===== config.mk =====
export PLATFORM = sky130hd
export DESIGN_NAME = serial_addsub
export DESIGN_NICKNAME = d
export VERILOG_FILES = /design/src/rtl/serial_addsub.sv
export SDC_FILE = /design/constraint.sdc
export NUM_CORES = 1
export LEC_CHECK = 0
export ABC_AREA = 1
export CORE_MARGIN = 2
export CORE_UTILIZATION = 54
export CTS_CLUSTER_DIAMETER = 40
export DETAILED_ROUTE_END_ITERATION = 10
export PLACE_DENSITY = 0.87
export SETUP_SLACK_MARGIN = 0.05
export SLEW_MARGIN = 10
export SYNTH_ARGS = -nofsm -noshare
export SYNTH_HDL_FRONTEND = slang
export SYNTH_SLANG_ARGS = --single-unit

===== constraint.sdc =====
create_clock -name clk -period 3.8 [get_ports clk]
set_clock_uncertainty 0.1 [all_clocks]
set_input_delay 0.76 -clock clk [delete_from_list [all_inputs] [get_ports clk]]
set_output_delay 0.76 -clock clk [all_outputs]
set_load 0.03 [all_outputs]

===== src/rtl/serial_addsub.sv =====
// serial_addsub: bit-serial n-bit adder/subtractor.
//
// Computes {cu, s} = x + (y ^ {n{k}}) + ci, one bit per clock, LSB first, through a
// single full adder and a carry flip-flop. Operands are captured on a start handshake.
// The result is held after completion until the next accepted start.
//
// Ports:
//   clk    in   rising-edge clock
//   rst_n  in   asynchronous active-low reset
//   start  in   request, sampled only in IDLE or DONE
//   x      in   operand A (n bits)
//   y      in   operand B (n bits)
//   ci     in   carry-in
//   k      in   mode: 0 = add, 1 = subtract
//   s      out  result (n bits)
//   cu     out  carry-out
//   ov     out  signed overflow (present only with SERIAL_ADDSUB_OVF_EN defined)
//   busy   out  high while bits are being processed
//   done   out  one-cycle pulse when s/cu become valid
//
// Optional feature macro: SERIAL_ADDSUB_OVF_EN adds the ov output and its flip-flop.

module serial_addsub #(
   parameter int unsigned n = 4
) (
   input  logic         clk,
   input  logic         rst_n,
   input  logic         start,
   input  logic [n-1:0] x,
   input  logic [n-1:0] y,
   input  logic         ci,
   input  logic         k,
   output logic [n-1:0] s,
   output logic         cu,
`ifdef SERIAL_ADDSUB_OVF_EN
   output logic         ov,
`endif
   output logic         busy,
   output logic         done
);

   localparam int unsigned CntW = $clog2(n) + 1;
   localparam logic [CntW-1:0] LastBit = CntW'(n - 1);

   typedef enum logic [1:0] {StIdle, StRun, StDone} state_e;

   state_e          state;
   logic [n-1:0]    a;      // operand A shift register
   logic [n-1:0]    b;      // operand B shift register, already conditioned by k
   logic            carry;  // carry between successive bit positions
   logic [CntW-1:0] cnt;    // bit position being processed

   logic sum_bit;
   logic carry_out;

   // Single full adder shared by all bit positions.
   always_comb begin
      sum_bit   = a[0] ^ b[0] ^ carry;
      carry_out = (a[0] & b[0]) | (carry & (a[0] ^ b[0]));
   end

   always_ff @(posedge clk or negedge rst_n) begin
      if (!rst_n) begin
         state <= StIdle;
         a     <= '0;
         b     <= '0;
         carry <= 1'b0;
         cnt   <= '0;
         s     <= '0;
         cu    <= 1'b0;
         busy  <= 1'b0;
         done  <= 1'b0;
`ifdef SERIAL_ADDSUB_OVF_EN
         ov    <= 1'b0;
`endif
      end else begin
         done <= 1'b0;
         unique case (state)
            StIdle, StDone: begin
               if (start) begin
                  // k is folded into b here, so it need not be kept separately.
                  a     <= x;
                  b     <= y ^ {n{k}};
                  carry <= ci;
                  cnt   <= '0;
                  busy  <= 1'b1;
                  state <= StRun;
`ifdef SERIAL_ADDSUB_OVF_EN
                  ov    <= 1'b0;
`endif
               end else begin
                  state <= StIdle;
               end
            end
            StRun: begin
               a     <= a >> 1;
               b     <= b >> 1;
               s     <= {sum_bit, s[n-1:1]};
               carry <= carry_out;
               cnt   <= cnt + 1'b1;
               if (cnt == LastBit) begin
                  cu    <= carry_out;
                  busy  <= 1'b0;
                  done  <= 1'b1;
                  state <= StDone;
`ifdef SERIAL_ADDSUB_OVF_EN
                  // On the MSB cycle, carry is the carry into the MSB.
                  ov    <= carry ^ carry_out;
`endif
               end
            end
            default: begin
               state <= StIdle;
               busy  <= 1'b0;
            end
         endcase
      end
   end

endmodule

# Yosys cells after proc, flatten, opt, wreduce, memory -nomap -nowiden
# Index checks and enable logic that the tools add are counted.
classes:
  n_mul: 0
  n_mux: 16
  div: 0
  n_lt_le_gt_ge: 0
  eq_ne: 5
  shift: 0
  bitwise_logic: 6
  add_sub_neg: 1
  n_reduce_logical: 6
ops:
  columns: ["cell", "count"]
  rows:
  - ["$pmux W4 S2", 2]
  - ["$mux W4", 2]
  - ["$mux W1", 6]
  - ["$pmux W3 S2", 1]
  - ["$reduce_and A2 Y1", 3]
  - ["$ne A2 B2 Y1 const B", 2]
  - ["$pmux W1 S2", 2]
  - ["$pmux W2 S2", 1]
  - ["$xor A4 B4 Y4", 1]
  - ["$add A3 B1 Y3 const B", 1]
  - ["$eq A3 B2 Y1 const B", 1]
  - ["$mux W3", 1]
  - ["$and A1 B1 Y1", 2]
  - ["$eq A2 B1 Y1 const B", 1]
  - ["$eq A2 B2 Y1 const B", 1]
  - ["$logic_not A2 Y1", 1]
  - ["$mux W2", 1]
  - ["$reduce_bool A2 Y1", 1]
  - ["$reduce_or A2 Y1", 1]
  - ["$xor A1 B1 Y1", 2]
  - ["$or A1 B1 Y1", 1]
word_totals:
  memories: 0
  ramBits: 0
  in_bits: 13
  wordCells: 43
  register_bits: 21
  latchBits: 0
  romBits: 0

# Logic depth before layout (Yosys ltp)
logic_depth:
  word_depth: 4
  depth_mapped: 7
  mapped_depth_nobuf: 6

# Worst setup path before layout
# No wires, ideal clock.
synth_timing:
  path_type: "register -> output"
  start: "register s[1]"
  end: "output s[1]"
  stages_incl_launch_ff: 1
  setup_slack_ps: 2444
  arrival_ps: 496
  required_time_ps: 2940
  cell_sequence: "dfrtp_1"
synth_rtl:
  columns: ["item", "line", "rtl"]
  rows:
  - ["start: declaration", "33", "output logic [n-1:0] s,"]
  - ["start signal: assignment", "98", "s <= {sum_bit, s[n-1:1]};"]
# No word-level cell between the ends.

# Final worst setup path
layout_timing:
  start: "register s[3]"
  end: "output s[3]"
# No word-level cell between the ends.

==> results.py <==
metrics = {
    "sta": {
        "hold_viol": 0,
        "setup_viol": 0,
        "tns_ns": 0,
        "slew_violations": 0,
        "grt_setup_unrepaired": "false",
        "tightest_slew_ns": 0.9040,
        "period_share_pct": 58.62,
        "period_needed_ns": 2.228,
        "max_freq_mhz": 448.9,
        "relSlewSlack_pct": 39.54,
    },
    "yosys": {
        "syn-cell-area_mm2": 0.001040,
        "synth.most_common_cell": "nand2_1",
        "synth-async-reset-ratio_pct": 100.0,
        "synth_top_area_share_pct": 50.54,
        "synthDistinctLibCells": 19,
        "yosysWarnings": 0,
        "synth_common_cells": "42 x nand2_1, 21 x dfrtp_1, 11 x inv_1, 11 x nand3_1, 6 x nand3_2",
        "syn_nets": 133,
        "ys_seq_elements": 21,
        "ys_seq_area_share_pct": 50.54,
        "synth_flop_cell": "dfrtp_1",
        "synthTopCellsByArea": "dfrtp_1 51%, nand2_1 15%, nand3_2 5.8%, nand3_1 5.3%, inv_1 4.0%",
        "synth_area_per_cell_um2": 8.887,
        "synth_edf_count": 0,
        "yosys.area.top_type": "dfrtp_1",
        "netlist_instances": 117,
    },
    "grt": {
        "gr-total-overflow": 0,
        "use_met2_pct": 37.60,
        "use_met1_pct": 25.47,
        "met3_usage_pct": 3.396,
        "grt_max_degree": 22,
        "grt_antenna_before_repair": 0,
        "grt_pass1_vias": 806,
        "busiest_layer": "met2",
        "grt_usage_pct": 20.71,
        "grt_pass1_wl_mm": 3.318,
    },
    "clocking": {
        "ctsHoldBuffers": 0,
        "cts_buffers": 3,
        "cts_max_path_buffers": 2,
        "cts_setup_buffers": 0,
        "cts.sinks": 21,
        "clk_pin_slew_ns": 0.12,
        "tritoncts": "done",
        "post_cts_resized": 0,
        "clock_latency_ns": 0.29,
        "root_buffer": "clkbuf_4",
        "cts_max_level": 1,
    },
    "detailed_routing": {
        "avgViaCountPerCell": 4.920,
        "drtAntennaViolNets": 0,
        "wire_per_inst_um": 11.77,
        "routed_wl_mm": 1.919,
        "drt-initial-drc-count": 18,
        "dr_total_vias": 802,
        "drc": 0,
        "first_pass_iters": 4,
    },
    "place": {
        "portBuffers": 19,
        "dp.final_hpwl_mm": 1.486,
        "place_inst": 159,
        "globalplace.congestion": 0.7155,
    },
    "setup_path": {
        "arrival_ns": 1.37,
        "end_kind": "output port",
        "r2r-end": "carry",
        "crit_type": "reg2out",
        "path_cells": "clkdlybuf4s50_1",
        "crit_family": "buffers and inverters",
        "r2r_start": "a[0]",
        "cpPeakStageDelay_ns": 0.69,
        "cp.buffers_inverters": 1,
        "startpoint_type": "flop",
        "required_ns": 2.94,
        "reg2reg_setup_slack_ns": 2.46,
        "reg2reg_depth": 5,
        "cpMaxStageDelayCell": "clkdlybuf4s50_1",
        "crit_path_max_fanout": 3,
    },
    "hold_path": {
        "holdPathEnd": "busy",
        "min_path_type": "reg2reg",
        "hold_path_depth": 2,
        "hold_start": "busy",
    },
    "floorplan": {
        "fp.dieH_um": 47.88,
        "top_level_ports": 20,
        "start_util_pct": 58.94,
        "num_rows": 15,
        "dieWidth_um": 47.88,
        "die_area_mm2": 0.002292,
        "core_mm2": 0.001764,
    },
    "layout": {
        "layout.nets": 155,
        "antenna_cells": 0,
        "seqCellArea_um2": 525.5,
        "multiInputGateArea_um2": 430.4,
        "num-fill-cells": 162,
        "area_delta_synth_final_pct": 21.78,
        "drive_gt1_share_pct": 13.77,
        "final_cells": 163,
    },
    "status": {
        "outcome": "finished clean",
    },
    "power_and_ir_drop": {
        "p_leak_nw": 0.6515,
        "vdd_drop_max_uv": 431.8,
        "powerDensity_mw_per_mm2": 791.4,
    },
    "flow_run": {
        "drv_cap": 0,
    },
}
through the flow:
stage | setup WS (ns) | power [mW] | utilization (%) | area, um^2 | hold WS, ns
2_1_floorplan | 2.444 | 0.7680 | - | 1040 | 0.3425
3_3_place_gp | 1.798 | 0.8780 | 70.21 | 1239 | 0.3550
3_5_place_dp | 1.759 | 0.9059 | 70.21 | 1239 | 0.3572
4_1_cts | 1.569 | 1.013 | 71.77 | 1266 | 0.3862
5_1_grt | 1.521 | 1.091 | 71.77 | 1266 | 0.4018
6_report | 1.572 | 1.002 | 71.77 | 1266 | 0.3821
layout make-up:
type	instances	area share, %
clock buffer	3	1.779
timing repair buffer	19	15.02
sequential	21	41.50
multi-input combinational	79	33.99
inverter	15	4.842
tap	25	2.470
clock inverter	1	0.3953
cells in the final DEF (no fill, tap or decap), drive strengths merged:
| cell | Yosys | routed |
|---|---|---|
| clkbuf | 0 | 3 |
| xor2 | 1 | 1 |
| nand2 | 45 | 45 |
| a21oi | 1 | 1 |
| fa | 1 | 1 |
| o21ai | 6 | 6 |
| nand3 | 17 | 17 |
| nor2 | 5 | 5 |
| or2 | 1 | 1 |
| ha | 2 | 2 |
| dfrtp | 21 | 21 |
| inv | 15 | 15 |
| clkdlybuf4s50 | 0 | 19 |
| clkinv | 0 | 1 |
registers in the layout, indices dropped and copies added, names as in the netlist:
| name | cells |
|---|---|
| busy | 1 |
| cu | 1 |
| s | 4 |
| cnt | 3 |
| carry | 1 |
| a | 4 |
| state | 2 |
| b | 4 |
| done | 1 |
power by group:
group,switching (mW),internal (mW)
sequential,0.0791,0.323
combinational,0.303,0.192
clock,0.0657,0.0391
worst max path at each step:
stage | start | to | slack, ns | depth (start not counted)
CTS | cu | cu | 1.57 | 1
finish | s[3] | s[3] | 1.57 | 1
global route | cu | cu | 1.52 | 1
floorplan | s[1] | s[1] | 2.44 | 0
detailed placement | start | a[3] | 1.76 | 6
global placement | rst_n | s[2] | 1.80 | 1
worst min-delay path: cells and delay by family (launching register included):
| kind | cells | cell delay (ns) |
|---|---|---|
| DFF | 1 | 0.36 |
| and+or+nand+nor | 2 | 0.10 |
per-layer routing:
| layer | vias to the layer above | part of all wire (%) |
|---|---|---|
| met5 | - | 0 |
| met3 | 2 | 2.6 |
| li1 | 405 | - |
| met1 | 383 | 44 |
| met4 | 0 | 0.73 |
| met2 | 12 | 52 |
cells by family after synthesis:
kind of cell / share of synthesized area [%]
AND/OR/NAND/NOR: 32.85
buffers and inverters: 8.063
flip-flops: 50.54
XOR/XNOR: 0.8425
adder cells (fa/ha/maj): 4.332
AO/OA/AOI/OAI: 3.369
Power figures use the tool's default switching activity.
